[src/rtl/inst_encoder.sv]
// RV32I instruction encoder: turns a one-hot inst_* code plus operand fields into a
// machine word, tags it with a word address and queues it in a small output FIFO.
module inst_encoder #(
  parameter int                 N_param    = 32,
  parameter int                 FIFO_DEPTH = 4,
  parameter logic [N_param-1:0] BASE_ADDR  = '0
) (
  input  logic                          i_clk,
  input  logic                          i_rst,
  input  logic                          i_valid,
  output logic                          o_ready,
  input  logic [63:0]                   i_inst,
  input  logic [4:0]                    i_rd,
  input  logic [4:0]                    i_rs1,
  input  logic [4:0]                    i_rs2,
  input  logic [31:0]                   i_imm,
  output logic                          o_valid,
  input  logic                          i_ready,
  output logic [N_param-1:0]            o_instruction,
  output logic [N_param-1:0]            o_addr,
  output logic [$clog2(FIFO_DEPTH):0]   o_count,
  output logic                          o_illegal,
  output logic [15:0]                   o_illegal_cnt
);

  localparam int PW = $clog2(FIFO_DEPTH);
  localparam int CW = PW + 1;
  localparam logic [CW-1:0] FULL = CW'(FIFO_DEPTH);

  // One-hot instruction codes shared with the decoder; bits 48..63 are unmapped.
  localparam logic [63:0] INST_LUI   = 64'h1 << 0,  INST_AUIPC  = 64'h1 << 1;
  localparam logic [63:0] INST_JAL   = 64'h1 << 2,  INST_JALR   = 64'h1 << 3;
  localparam logic [63:0] INST_BEQ   = 64'h1 << 4,  INST_BNE    = 64'h1 << 5;
  localparam logic [63:0] INST_BLT   = 64'h1 << 6,  INST_BGE    = 64'h1 << 7;
  localparam logic [63:0] INST_BLTU  = 64'h1 << 8,  INST_BGEU   = 64'h1 << 9;
  localparam logic [63:0] INST_LB    = 64'h1 << 10, INST_LH     = 64'h1 << 11;
  localparam logic [63:0] INST_LW    = 64'h1 << 12, INST_LBU    = 64'h1 << 13;
  localparam logic [63:0] INST_LHU   = 64'h1 << 14, INST_SB     = 64'h1 << 15;
  localparam logic [63:0] INST_SH    = 64'h1 << 16, INST_SW     = 64'h1 << 17;
  localparam logic [63:0] INST_ADDI  = 64'h1 << 18, INST_SLTI   = 64'h1 << 19;
  localparam logic [63:0] INST_SLTIU = 64'h1 << 20, INST_XORI   = 64'h1 << 21;
  localparam logic [63:0] INST_ORI   = 64'h1 << 22, INST_ANDI   = 64'h1 << 23;
  localparam logic [63:0] INST_SLLI  = 64'h1 << 24, INST_SRLI   = 64'h1 << 25;
  localparam logic [63:0] INST_SRAI  = 64'h1 << 26, INST_ADD    = 64'h1 << 27;
  localparam logic [63:0] INST_SUB   = 64'h1 << 28, INST_SLL    = 64'h1 << 29;
  localparam logic [63:0] INST_SLT   = 64'h1 << 30, INST_SLTU   = 64'h1 << 31;
  localparam logic [63:0] INST_XOR   = 64'h1 << 32, INST_SRL    = 64'h1 << 33;
  localparam logic [63:0] INST_SRA   = 64'h1 << 34, INST_OR     = 64'h1 << 35;
  localparam logic [63:0] INST_AND   = 64'h1 << 36, INST_FENCE  = 64'h1 << 37;
  localparam logic [63:0] INST_FENCE_I = 64'h1 << 38, INST_ECALL = 64'h1 << 39;
  localparam logic [63:0] INST_EBREAK = 64'h1 << 40, INST_CSRRW  = 64'h1 << 41;
  localparam logic [63:0] INST_CSRRS  = 64'h1 << 42, INST_CSRRC  = 64'h1 << 43;
  localparam logic [63:0] INST_CSRRWI = 64'h1 << 44, INST_CSRRSI = 64'h1 << 45;
  localparam logic [63:0] INST_CSRRCI = 64'h1 << 46;

  typedef enum logic [3:0] {
    FMT_NONE, FMT_R, FMT_I, FMT_SH, FMT_S, FMT_B, FMT_U, FMT_J, FMT_CONST
  } fmt_e;

  fmt_e        fmt;
  logic [6:0]  opcode;
  logic [2:0]  funct3;
  logic [6:0]  funct7;
  logic [31:0] constWord;
  logic [31:0] encWord;
  logic        legal;

  // Any code that is not exactly one recognised instruction (zero, multi-hot,
  // UNKNOWN, unmapped) falls to the default and is rejected.
  always_comb begin
    fmt = FMT_NONE; opcode = '0; funct3 = '0; funct7 = '0; constWord = '0;
    case (i_inst)
      INST_LUI:     begin fmt = FMT_U; opcode = 7'b0110111; end
      INST_AUIPC:   begin fmt = FMT_U; opcode = 7'b0010111; end
      INST_JAL:     begin fmt = FMT_J; opcode = 7'b1101111; end
      INST_JALR:    begin fmt = FMT_I; opcode = 7'b1100111; funct3 = 3'b000; end
      INST_BEQ:     begin fmt = FMT_B; opcode = 7'b1100011; funct3 = 3'b000; end
      INST_BNE:     begin fmt = FMT_B; opcode = 7'b1100011; funct3 = 3'b001; end
      INST_BLT:     begin fmt = FMT_B; opcode = 7'b1100011; funct3 = 3'b100; end
      INST_BGE:     begin fmt = FMT_B; opcode = 7'b1100011; funct3 = 3'b101; end
      INST_BLTU:    begin fmt = FMT_B; opcode = 7'b1100011; funct3 = 3'b110; end
      INST_BGEU:    begin fmt = FMT_B; opcode = 7'b1100011; funct3 = 3'b111; end
      INST_LB:      begin fmt = FMT_I; opcode = 7'b0000011; funct3 = 3'b000; end
      INST_LH:      begin fmt = FMT_I; opcode = 7'b0000011; funct3 = 3'b001; end
      INST_LW:      begin fmt = FMT_I; opcode = 7'b0000011; funct3 = 3'b010; end
      INST_LBU:     begin fmt = FMT_I; opcode = 7'b0000011; funct3 = 3'b100; end
      INST_LHU:     begin fmt = FMT_I; opcode = 7'b0000011; funct3 = 3'b101; end
      INST_SB:      begin fmt = FMT_S; opcode = 7'b0100011; funct3 = 3'b000; end
      INST_SH:      begin fmt = FMT_S; opcode = 7'b0100011; funct3 = 3'b001; end
      INST_SW:      begin fmt = FMT_S; opcode = 7'b0100011; funct3 = 3'b010; end
      INST_ADDI:    begin fmt = FMT_I; opcode = 7'b0010011; funct3 = 3'b000; end
      INST_SLTI:    begin fmt = FMT_I; opcode = 7'b0010011; funct3 = 3'b010; end
      INST_SLTIU:   begin fmt = FMT_I; opcode = 7'b0010011; funct3 = 3'b011; end
      INST_XORI:    begin fmt = FMT_I; opcode = 7'b0010011; funct3 = 3'b100; end
      INST_ORI:     begin fmt = FMT_I; opcode = 7'b0010011; funct3 = 3'b110; end
      INST_ANDI:    begin fmt = FMT_I; opcode = 7'b0010011; funct3 = 3'b111; end
      INST_SLLI:    begin fmt = FMT_SH; opcode = 7'b0010011; funct3 = 3'b001; end
      INST_SRLI:    begin fmt = FMT_SH; opcode = 7'b0010011; funct3 = 3'b101; end
      INST_SRAI:    begin fmt = FMT_SH; opcode = 7'b0010011; funct3 = 3'b101; funct7 = 7'b0100000; end
      INST_ADD:     begin fmt = FMT_R; opcode = 7'b0110011; funct3 = 3'b000; end
      INST_SUB:     begin fmt = FMT_R; opcode = 7'b0110011; funct3 = 3'b000; funct7 = 7'b0100000; end
      INST_SLL:     begin fmt = FMT_R; opcode = 7'b0110011; funct3 = 3'b001; end
      INST_SLT:     begin fmt = FMT_R; opcode = 7'b0110011; funct3 = 3'b010; end
      INST_SLTU:    begin fmt = FMT_R; opcode = 7'b0110011; funct3 = 3'b011; end
      INST_XOR:     begin fmt = FMT_R; opcode = 7'b0110011; funct3 = 3'b100; end
      INST_SRL:     begin fmt = FMT_R; opcode = 7'b0110011; funct3 = 3'b101; end
      INST_SRA:     begin fmt = FMT_R; opcode = 7'b0110011; funct3 = 3'b101; funct7 = 7'b0100000; end
      INST_OR:      begin fmt = FMT_R; opcode = 7'b0110011; funct3 = 3'b110; end
      INST_AND:     begin fmt = FMT_R; opcode = 7'b0110011; funct3 = 3'b111; end
      INST_FENCE:   begin fmt = FMT_I; opcode = 7'b0001111; funct3 = 3'b000; end
      INST_FENCE_I: begin fmt = FMT_CONST; constWord = 32'h0000_100F; end
      INST_ECALL:   begin fmt = FMT_CONST; constWord = 32'h0000_0073; end
      INST_EBREAK:  begin fmt = FMT_CONST; constWord = 32'h0010_0073; end
      INST_CSRRW:   begin fmt = FMT_I; opcode = 7'b1110011; funct3 = 3'b001; end
      INST_CSRRS:   begin fmt = FMT_I; opcode = 7'b1110011; funct3 = 3'b010; end
      INST_CSRRC:   begin fmt = FMT_I; opcode = 7'b1110011; funct3 = 3'b011; end
      INST_CSRRWI:  begin fmt = FMT_I; opcode = 7'b1110011; funct3 = 3'b101; end
      INST_CSRRSI:  begin fmt = FMT_I; opcode = 7'b1110011; funct3 = 3'b110; end
      INST_CSRRCI:  begin fmt = FMT_I; opcode = 7'b1110011; funct3 = 3'b111; end
      default:      fmt = FMT_NONE;
    endcase
  end

  assign legal = (fmt != FMT_NONE);

  always_comb begin
    encWord = '0;
    case (fmt)
      FMT_R:     encWord = {funct7, i_rs2, i_rs1, funct3, i_rd, opcode};
      FMT_I:     encWord = {i_imm[11:0], i_rs1, funct3, i_rd, opcode};
      FMT_SH:    encWord = {funct7, i_imm[4:0], i_rs1, funct3, i_rd, opcode};
      FMT_S:     encWord = {i_imm[11:5], i_rs2, i_rs1, funct3, i_imm[4:0], opcode};
      FMT_B:     encWord = {i_imm[12], i_imm[10:5], i_rs2, i_rs1, funct3,
                            i_imm[4:1], i_imm[11], opcode};
      FMT_U:     encWord = {i_imm[31:12], i_rd, opcode};
      FMT_J:     encWord = {i_imm[20], i_imm[10:1], i_imm[11], i_imm[19:12], i_rd, opcode};
      FMT_CONST: encWord = constWord;
      default:   encWord = '0;
    endcase
  end

  logic [N_param-1:0] addrMem_q [FIFO_DEPTH];
  logic [N_param-1:0] wordMem_q [FIFO_DEPTH];
  logic [PW-1:0]      wrPtr_q, wrPtr_d, rdPtr_q, rdPtr_d;
  logic [CW-1:0]      count_q, count_d;
  logic [N_param-1:0] nextAddr_q, nextAddr_d;
  logic               illegal_q, illegal_d;
  logic [15:0]        illCnt_q, illCnt_d;
  logic               accept, push, pop;

  // Ready depends only on registered occupancy, so i_ready never reaches o_ready.
  assign o_ready = (count_q != FULL);
  assign o_valid = (count_q != '0);
  assign accept  = i_valid & o_ready;
  assign push    = accept & legal;
  assign pop     = o_valid & i_ready;

  always_comb begin
    wrPtr_d    = push ? wrPtr_q + PW'(1) : wrPtr_q;
    rdPtr_d    = pop  ? rdPtr_q + PW'(1) : rdPtr_q;
    nextAddr_d = push ? nextAddr_q + N_param'(4) : nextAddr_q;
    count_d    = count_q;
    if (push && !pop)      count_d = count_q + CW'(1);
    else if (!push && pop) count_d = count_q - CW'(1);
    illegal_d = accept & ~legal;
    illCnt_d  = (illegal_d && illCnt_q != 16'hFFFF) ? illCnt_q + 16'd1 : illCnt_q;
  end

  // Storage is cleared on reset so the head shows {BASE_ADDR, 0} until the first push.
  always_ff @(posedge i_clk) begin
    if (i_rst) begin
      wrPtr_q    <= '0;
      rdPtr_q    <= '0;
      count_q    <= '0;
      nextAddr_q <= BASE_ADDR;
      illegal_q  <= 1'b0;
      illCnt_q   <= '0;
      for (int i = 0; i < FIFO_DEPTH; i++) begin
        addrMem_q[i] <= BASE_ADDR;
        wordMem_q[i] <= '0;
      end
    end else begin
      wrPtr_q    <= wrPtr_d;
      rdPtr_q    <= rdPtr_d;
      count_q    <= count_d;
      nextAddr_q <= nextAddr_d;
      illegal_q  <= illegal_d;
      illCnt_q   <= illCnt_d;
      if (push) begin
        addrMem_q[wrPtr_q] <= nextAddr_q;
        wordMem_q[wrPtr_q] <= N_param'(encWord);
      end
    end
  end

  assign o_instruction = wordMem_q[rdPtr_q];
  assign o_addr        = addrMem_q[rdPtr_q];
  assign o_count       = count_q;
  assign o_illegal     = illegal_q;
  assign o_illegal_cnt = illCnt_q;

endmodule

[config.mk]
export PLATFORM = sky130hd
export DESIGN_NAME = inst_encoder
export DESIGN_NICKNAME = d
export VERILOG_FILES = /design/src/rtl/inst_encoder.sv
export SDC_FILE = /design/constraint.sdc
export NUM_CORES = 1
export LEC_CHECK = 0
export ABC_AREA = 0
export CORE_MARGIN = 2
export CORE_UTILIZATION = 45
export DETAILED_ROUTE_END_ITERATION = 8
export PLACE_DENSITY = 0.75
export SYNTH_ARGS = -nofsm -noshare
export SYNTH_HDL_FRONTEND = slang
export SYNTH_SLANG_ARGS = --single-unit
[constraint.sdc]
create_clock -name i_clk -period 10.5 [get_ports i_clk]
set_clock_uncertainty 0.15 [all_clocks]
set_input_delay 2.1 -clock i_clk [delete_from_list [all_inputs] [get_ports i_clk]]
set_output_delay 2.1 -clock i_clk [all_outputs]
set_load 0.005 [all_outputs]
==> reports/qor.csv, run 1 <==
metric,value,unit
hp-class,flop to flop,
synthMuxAreaShare,0.122,
crit_cells,9,
worstSetupPathType,input port to flop,
grt_max_degree,247,
async_reset_ff_frac,0,
yosys-top-cells-area,"edfxtp_1, mux4_2, dfxtp_1",
io-pin-count,201,
yosysTopAreaCellShare,0.468,
r2r_end,wordMem_q[2][12],
synthDistinctLibCells,70,
synthCells,1359,
grtUsageTotal,0.232,
cp-end-kind,flop,
dr_total_vias,12100,
area_delta_synth_final,21.3,%
cp_common_cell,nor4_2,
fmax,0.145,GHz
port_buffers,198,
drtAntennaViolNets,0,
ys.flop_type,edfxtp_1,
drc,0,
die_y,190,um
p_leak,5.67,nW
clk_latency,0.54,ns
wl,42.2,mm
synth_xor_area_frac,0.0106,
clkSlewWorstSetupHoldPaths,0.06,ns
clk_path_buf_depth,3,
grt_first_pass_wirelength,66.2,mm
final_core_util,0.552,
drt-wirelength-per-cell,21.3,um
final_nets,1619,
place_area,18000,um2
globalRouteOverflowTotal,0,
dieArea,36300,um2
vias_per_cell,6.12,
cp_data_required_time,10.52,ns
status,"complete, no violations",
cp-startpoint,i_inst[2],
grt_pass1_vias,11900,
cp_slowest_cell,o21ai_4,
path_cells,clkdlybuf4s50_1 -> nor4_2 -> nand4_1 -> nor4_2 -> a22oi_1 -> nand4_2 -> o311ai_4 -> o21ai_4 -> buf_4,
synth_compound_area_frac,0.0922,
final-hold-violation-count,0,
post_cts_buffers,0,
final_layout_size_suffix_gt1_frac,0.132,
synth_fa_ha_area_frac,0.00432,
ys_ff_latch,300,
yosysTopAreaCell,edfxtp_1,
cp_max_fo,39,
antenna_found_initial,1,
critical_path.max_stage_delay,0.80,ns
rsz0062_at_grt,no,
max_cap_violations,0,
arrival,6.93,ns
cts.sinks,300,
p_per_area,137,nW/um2
p_total,2.59,mW
synth-seq-area-share,0.540,
timing.final.crit_share,0.658,
fin_area,19000,um2
synth_warnings,0,
syn_area_per_cell,11.5,um2
r2r_cells,6,
cts_tree,built,
fin_setup_tns,0,ns
crit_end,wordMem_q[2][12],
htree_levels,1,
yosys.area_share.simple,0.190,
critPathBufInv,2,
cp_top_family,simple AND/OR/NAND/NOR gates,
r2r-start,o_count[0],
relSlewSlack,0.185,
min_period,6.91,ns
multi_input_area,6620,um2
synth_top_family_by_area,simple AND/OR/NAND/NOR gates,
hold_buffers,0,
drt-initial-drc-count,1192,
cts_resized,0,
synth_edf_count,244,
drt_pass1_iterations,5,
die_w,190,um
fillers,2878,
syn_area,15600,um2
crit_path_start_kind,input port,
gp_congestion,0.932,
final_max_slew_viol_count,0,
root_buffer,clkbuf_16,
tightestPinTransition,1.22,ns
start_util,0.455,
num_rows,68,
setup_viol,0,
coreArea,34400,um2
reg2reg_slack,6.82,ns
cts_buffers,31,
ir_drop,0.102,mV
dp_hpwl,27.9,mm
regArea,8450,um2
## placed cells by master (no fill, tap or decap), types with 7 or more instances in the layout
master and instances:
nand2_1 49, nor2b_1 19, clkinv_2 9, nand3_1 35, nor2_1 160, edfxtp_1 244, a21oi_1 25, o21ai_0 37
a211oi_1 60, nor4_1 33, xnor2_1 7, buf_4 18, nor4b_1 11, xor2_1 12, clkdlybuf4s50_1 197, a31oi_1 25
nand4_1 44, dfxtp_1 54, mux2_2 40, inv_1 48, a22oi_1 11, clkbuf_16 31, mux4_2 61, and3_1 7
and2_1 7, nor3_1 139
## cells in the mapped netlist, types with 7 or more instances
cell,instances
nor3_1,139
nor4b_1,11
and2_1,7
nor2b_1,19
mux2_2,40
o21ai_0,40
edfxtp_1,244
nand4_1,44
nand3_1,35
a31oi_1,25
xor2_1,12
dfxtp_1,56
a21oi_1,25
xnor2_1,7
inv_1,48
a211oi_1,60
nor4_1,33
buf_2,12
and3_1,7
a22oi_1,11
nand2_1,49
clkbuf_1,71
buf_1,21
nor2_1,160
mux4_2,61
## state kept, by name (all words and copies together) (netlist names), named ones only
signal,cells
addrMem_q,120
wrPtr_q,2
wordMem_q,124
o_illegal_cnt,16
rdPtr_q,2
o_count,3
o_illegal,1
nextAddr_q,30
## cells by family (layout without fill, tap and decap cells)
group           count (synthesis)  after routing
simple gates                  557            557
flops                         300            300
compound gates                211            211
buf+inv                       158            322
mux                           108            108
xor+xnor                       19             19
fa+ha+maj                       5              5
other cells                     1              3
## stage by stage
| step | hold slack (ns) | instances | setup WS (ns) |
|---|---|---|---|
| global placement | 0.349 | 1922 | 3.24 |
| detailed placement | 0.364 | 1922 | 3.12 |
| CTS | 0.390 | 1979 | 3.69 |
| finish | 0.389 | 1980 | 3.59 |
| global route | 0.408 | 1980 | 3.23 |
| floorplan | 0.327 | 1360 | 1.21 |
## where the power goes
group,internal (mW),switching [mW]
registers,1.33,0.0131
logic,0.0892,0.0838
clock network,0.629,0.449
total,2.05,0.546
## final cells by class
cell class | instances | area share
Multi-Input combinational cell | 902 | 0.349
Clock buffer | 42 | 0.0457
Inverter | 48 | 0.00950
Antenna cell | 1 | 0.000132
Tap cell | 455 | 0.0300
Timing Repair Buffer | 217 | 0.112
Sequential cell | 300 | 0.446
Clock inverter | 15 | 0.00752
## metal layers
layer	global-route usage	vias to the layer above	wire length (um)
met2	0.392	544	20500
met3	0.0344	64	3420
met5	0	-	0
met4	0.0605	0	930
li1	-	5584	-
met1	0.313	5934	17300
## worst min path at each step
stage | startpoint | depth (start not counted) | end
3_3_place_gp | nextAddr_q[3] | 2 | nextAddr_q[3]
4_1_cts | nextAddr_q[3] | 2 | nextAddr_q[3]
5_1_grt | nextAddr_q[3] | 2 | nextAddr_q[3]
2_1_floorplan | nextAddr_q[3] | 2 | nextAddr_q[3]
6_report | nextAddr_q[3] | 2 | nextAddr_q[3]
3_5_place_dp | nextAddr_q[3] | 2 | nextAddr_q[3]
## worst register-to-register path, cell delays in order (launching register included)
cell,delay [ns]
dfxtp_1,0.48
nor2_1,0.08
nand2_1,0.15
and2_1,0.69
o311ai_4,0.28
o21ai_4,0.80
buf_4,0.66
(Power assumes the default switching activity.)
==> inputs of run 2 (changes only) <==
--- a/config.mk
+++ b/config.mk
@@ -9,7 +9,7 @@
 export CORE_MARGIN = 2
 export CORE_UTILIZATION = 45
 export DETAILED_ROUTE_END_ITERATION = 8
-export PLACE_DENSITY = 0.75
+export PLACE_DENSITY = 0.78
 export SYNTH_ARGS = -nofsm -noshare
 export SYNTH_HDL_FRONTEND = slang
 export SYNTH_SLANG_ARGS = --single-unit
==> constraint.sdc (replaced) <==
create_clock -name i_clk -period 5.6 [get_ports i_clk]
set_clock_uncertainty 0.15 [all_clocks]
set_input_delay 1.12 -clock i_clk [delete_from_list [all_inputs] [get_ports i_clk]]
set_output_delay 1.12 -clock i_clk [all_outputs]
set_load 0.005 [all_outputs]
==> run 2 against run 1 <==
  * First-iteration DRC count increased by 4.6%
  * Worst hold slack worse by 0.010 ns
  * Setup slack worse by 2.8 ns
  * Global-route usage rose by 0.17 points
  * Largest power group unchanged
==> reports/qor.csv, run 2 (synthesis gave the netlist of run 1 again) <==
metric,value,unit
p_leak,5.78,nW
htree_levels,1,
drt-wirelength-per-cell,21.4,um
coreArea,34400,um2
final_nets,1641,
worstSetupPathType,input port to flop,
cp_data_required_time,5.92,ns
ir_drop,0.258,mV
final-hold-violation-count,0,
start_util,0.455,
num_rows,68,
vias_per_cell,6.13,
place_area,18200,um2
p_total,4.88,mW
grt_max_degree,161,
critical_path.max_stage_delay,0.78,ns
most-common-layout-cells,"edfxtp_1, clkdlybuf4s50_1, nor2_1",
largest-register,wordMem_q,
reg.largest.list,"wordMem_q x124, addrMem_q x120, nextAddr_q x30",
clk_path_buf_depth,3,
antenna_found_initial,1,
final_max_slew_viol_count,0,
p_per_area,254,nW/um2
setup_viol,0,
relSlewSlack,0.336,
tightestPinTransition,0.996,ns
final_common_cell,edfxtp_1,
fin_area,19200,um2
whs,0.378,ns
dp_hpwl,28.1,mm
io-pin-count,201,
drc,0,
max_cap_violations,0,
cts_buffers,31,
cp_max_fo,6,
area_delta_synth_final,22.7,%
largest_register_ffs,124,
wl,42.8,mm
gp_congestion,0.928,
hold_buffers,0,
port_buffers,198,
dr_total_vias,12300,
fillers,2832,
cts_tree,built,
clk_latency,0.55,ns
grt_pass1_vias,12000,
cts_resized,0,
die_w,190,um
rsz0062_at_grt,no,
fin_cells,2001,
cp_slowest_cell,nor4_1,
root_buffer,clkbuf_16,
drt_pass1_iterations,5,
arrival,5.09,ns
globalRouteOverflowTotal,0,
dieArea,36300,um2
clkSlewWorstSetupHoldPaths,0.06,ns
post_cts_buffers,0,
cp-end-kind,flop,
path_cells,clkdlybuf4s50_1 -> nor4_1 -> nand3_1 -> a311oi_1 -> nand2_1 -> nand4_2 -> nor3_1 -> nor2_1 -> ha_1 -> inv_1 -> fa_1 -> xor2_1 -> or3_1 -> a21oi_1,
final_layout_size_suffix_gt1_frac,0.140,
worst_slack,0.827,ns
drt-initial-drc-count,1247,
grtUsageTotal,0.233,
crit_path_start_kind,input port,
hp-class,flop to flop,
dp.cells,1944,
drtAntennaViolNets,0,
cts.sinks,300,
fmax,0.210,GHz
final_core_util,0.558,
status,"complete, no violations",
die_y,190,um
place_ws,0.407,ns
min_period,4.77,ns
timing.final.crit_share,0.852,
fin_setup_tns,0,ns
grt_first_pass_wirelength,66.4,mm
==> run 2: cell count changes in the layout (fill, tap and decap cells not counted), moves of 2 or more <==
cell,before,now
buf_12,1,6
buf_4,18,35
clkbuf_1,6,9
clkbuf_16,31,33
clkinv_1,0,2
clkinv_2,9,3
==> run 2: cell type report <==
cell class / instances / area, um2 / share of cell area
inverter: 48 / 180 / 0.00939
timing repair buffer: 239 / 2360 / 0.123
tap: 455 / 569 / 0.0297
multi-input combinational: 902 / 6620 / 0.345
antenna: 1 / 2.50 / 0.000130
clock inverter: 9 / 78.8 / 0.00411
sequential: 300 / 8450 / 0.441
clock buffer: 47 / 928 / 0.0484
==> run 2: worst paths after layout <==
check | endpoint | depth (start not counted) | startpoint | slack, ns
worst max-delay path | o_count[2] | 14 | i_inst[12] | 0.83
worst min-delay path | o_count[2] | 2 | o_count[2] | 0.38
worst max register to register | o_illegal_cnt[7] | 6 | o_count[0] | 2.54
worst min register to register | o_count[2] | 2 | o_count[2] | 0.38
==> run 2: report_power, final <==
group          total, mW  internal (mW)  switching, mW  leakage, nW
Combinational      0.334          0.174          0.160         2.51
Sequential          2.52           2.49         0.0254         2.77
Clock               2.03           1.19          0.843        0.495
Total               4.88           3.85           1.03         5.78
==> run 2: critical path, delay by kind of cell <==
kind                     cells  cell delay, ns
AND/OR/NAND/NOR              7            1.92
AO/OA/AOI/OAI                2            0.75
buffers and inverters        2            0.57
adder cells (fa/ha/maj)      2            0.57
XOR/XNOR                     1            0.16
==> run 2: metal layers <==
layer,routed length (um),vias to the layer above,global-route usage
met2,21200,551,0.406
li1,-,5611,-
met1,17500,6048,0.306
met4,1040,0,0.0698
met5,0,-,0
met3,3100,65,0.0294
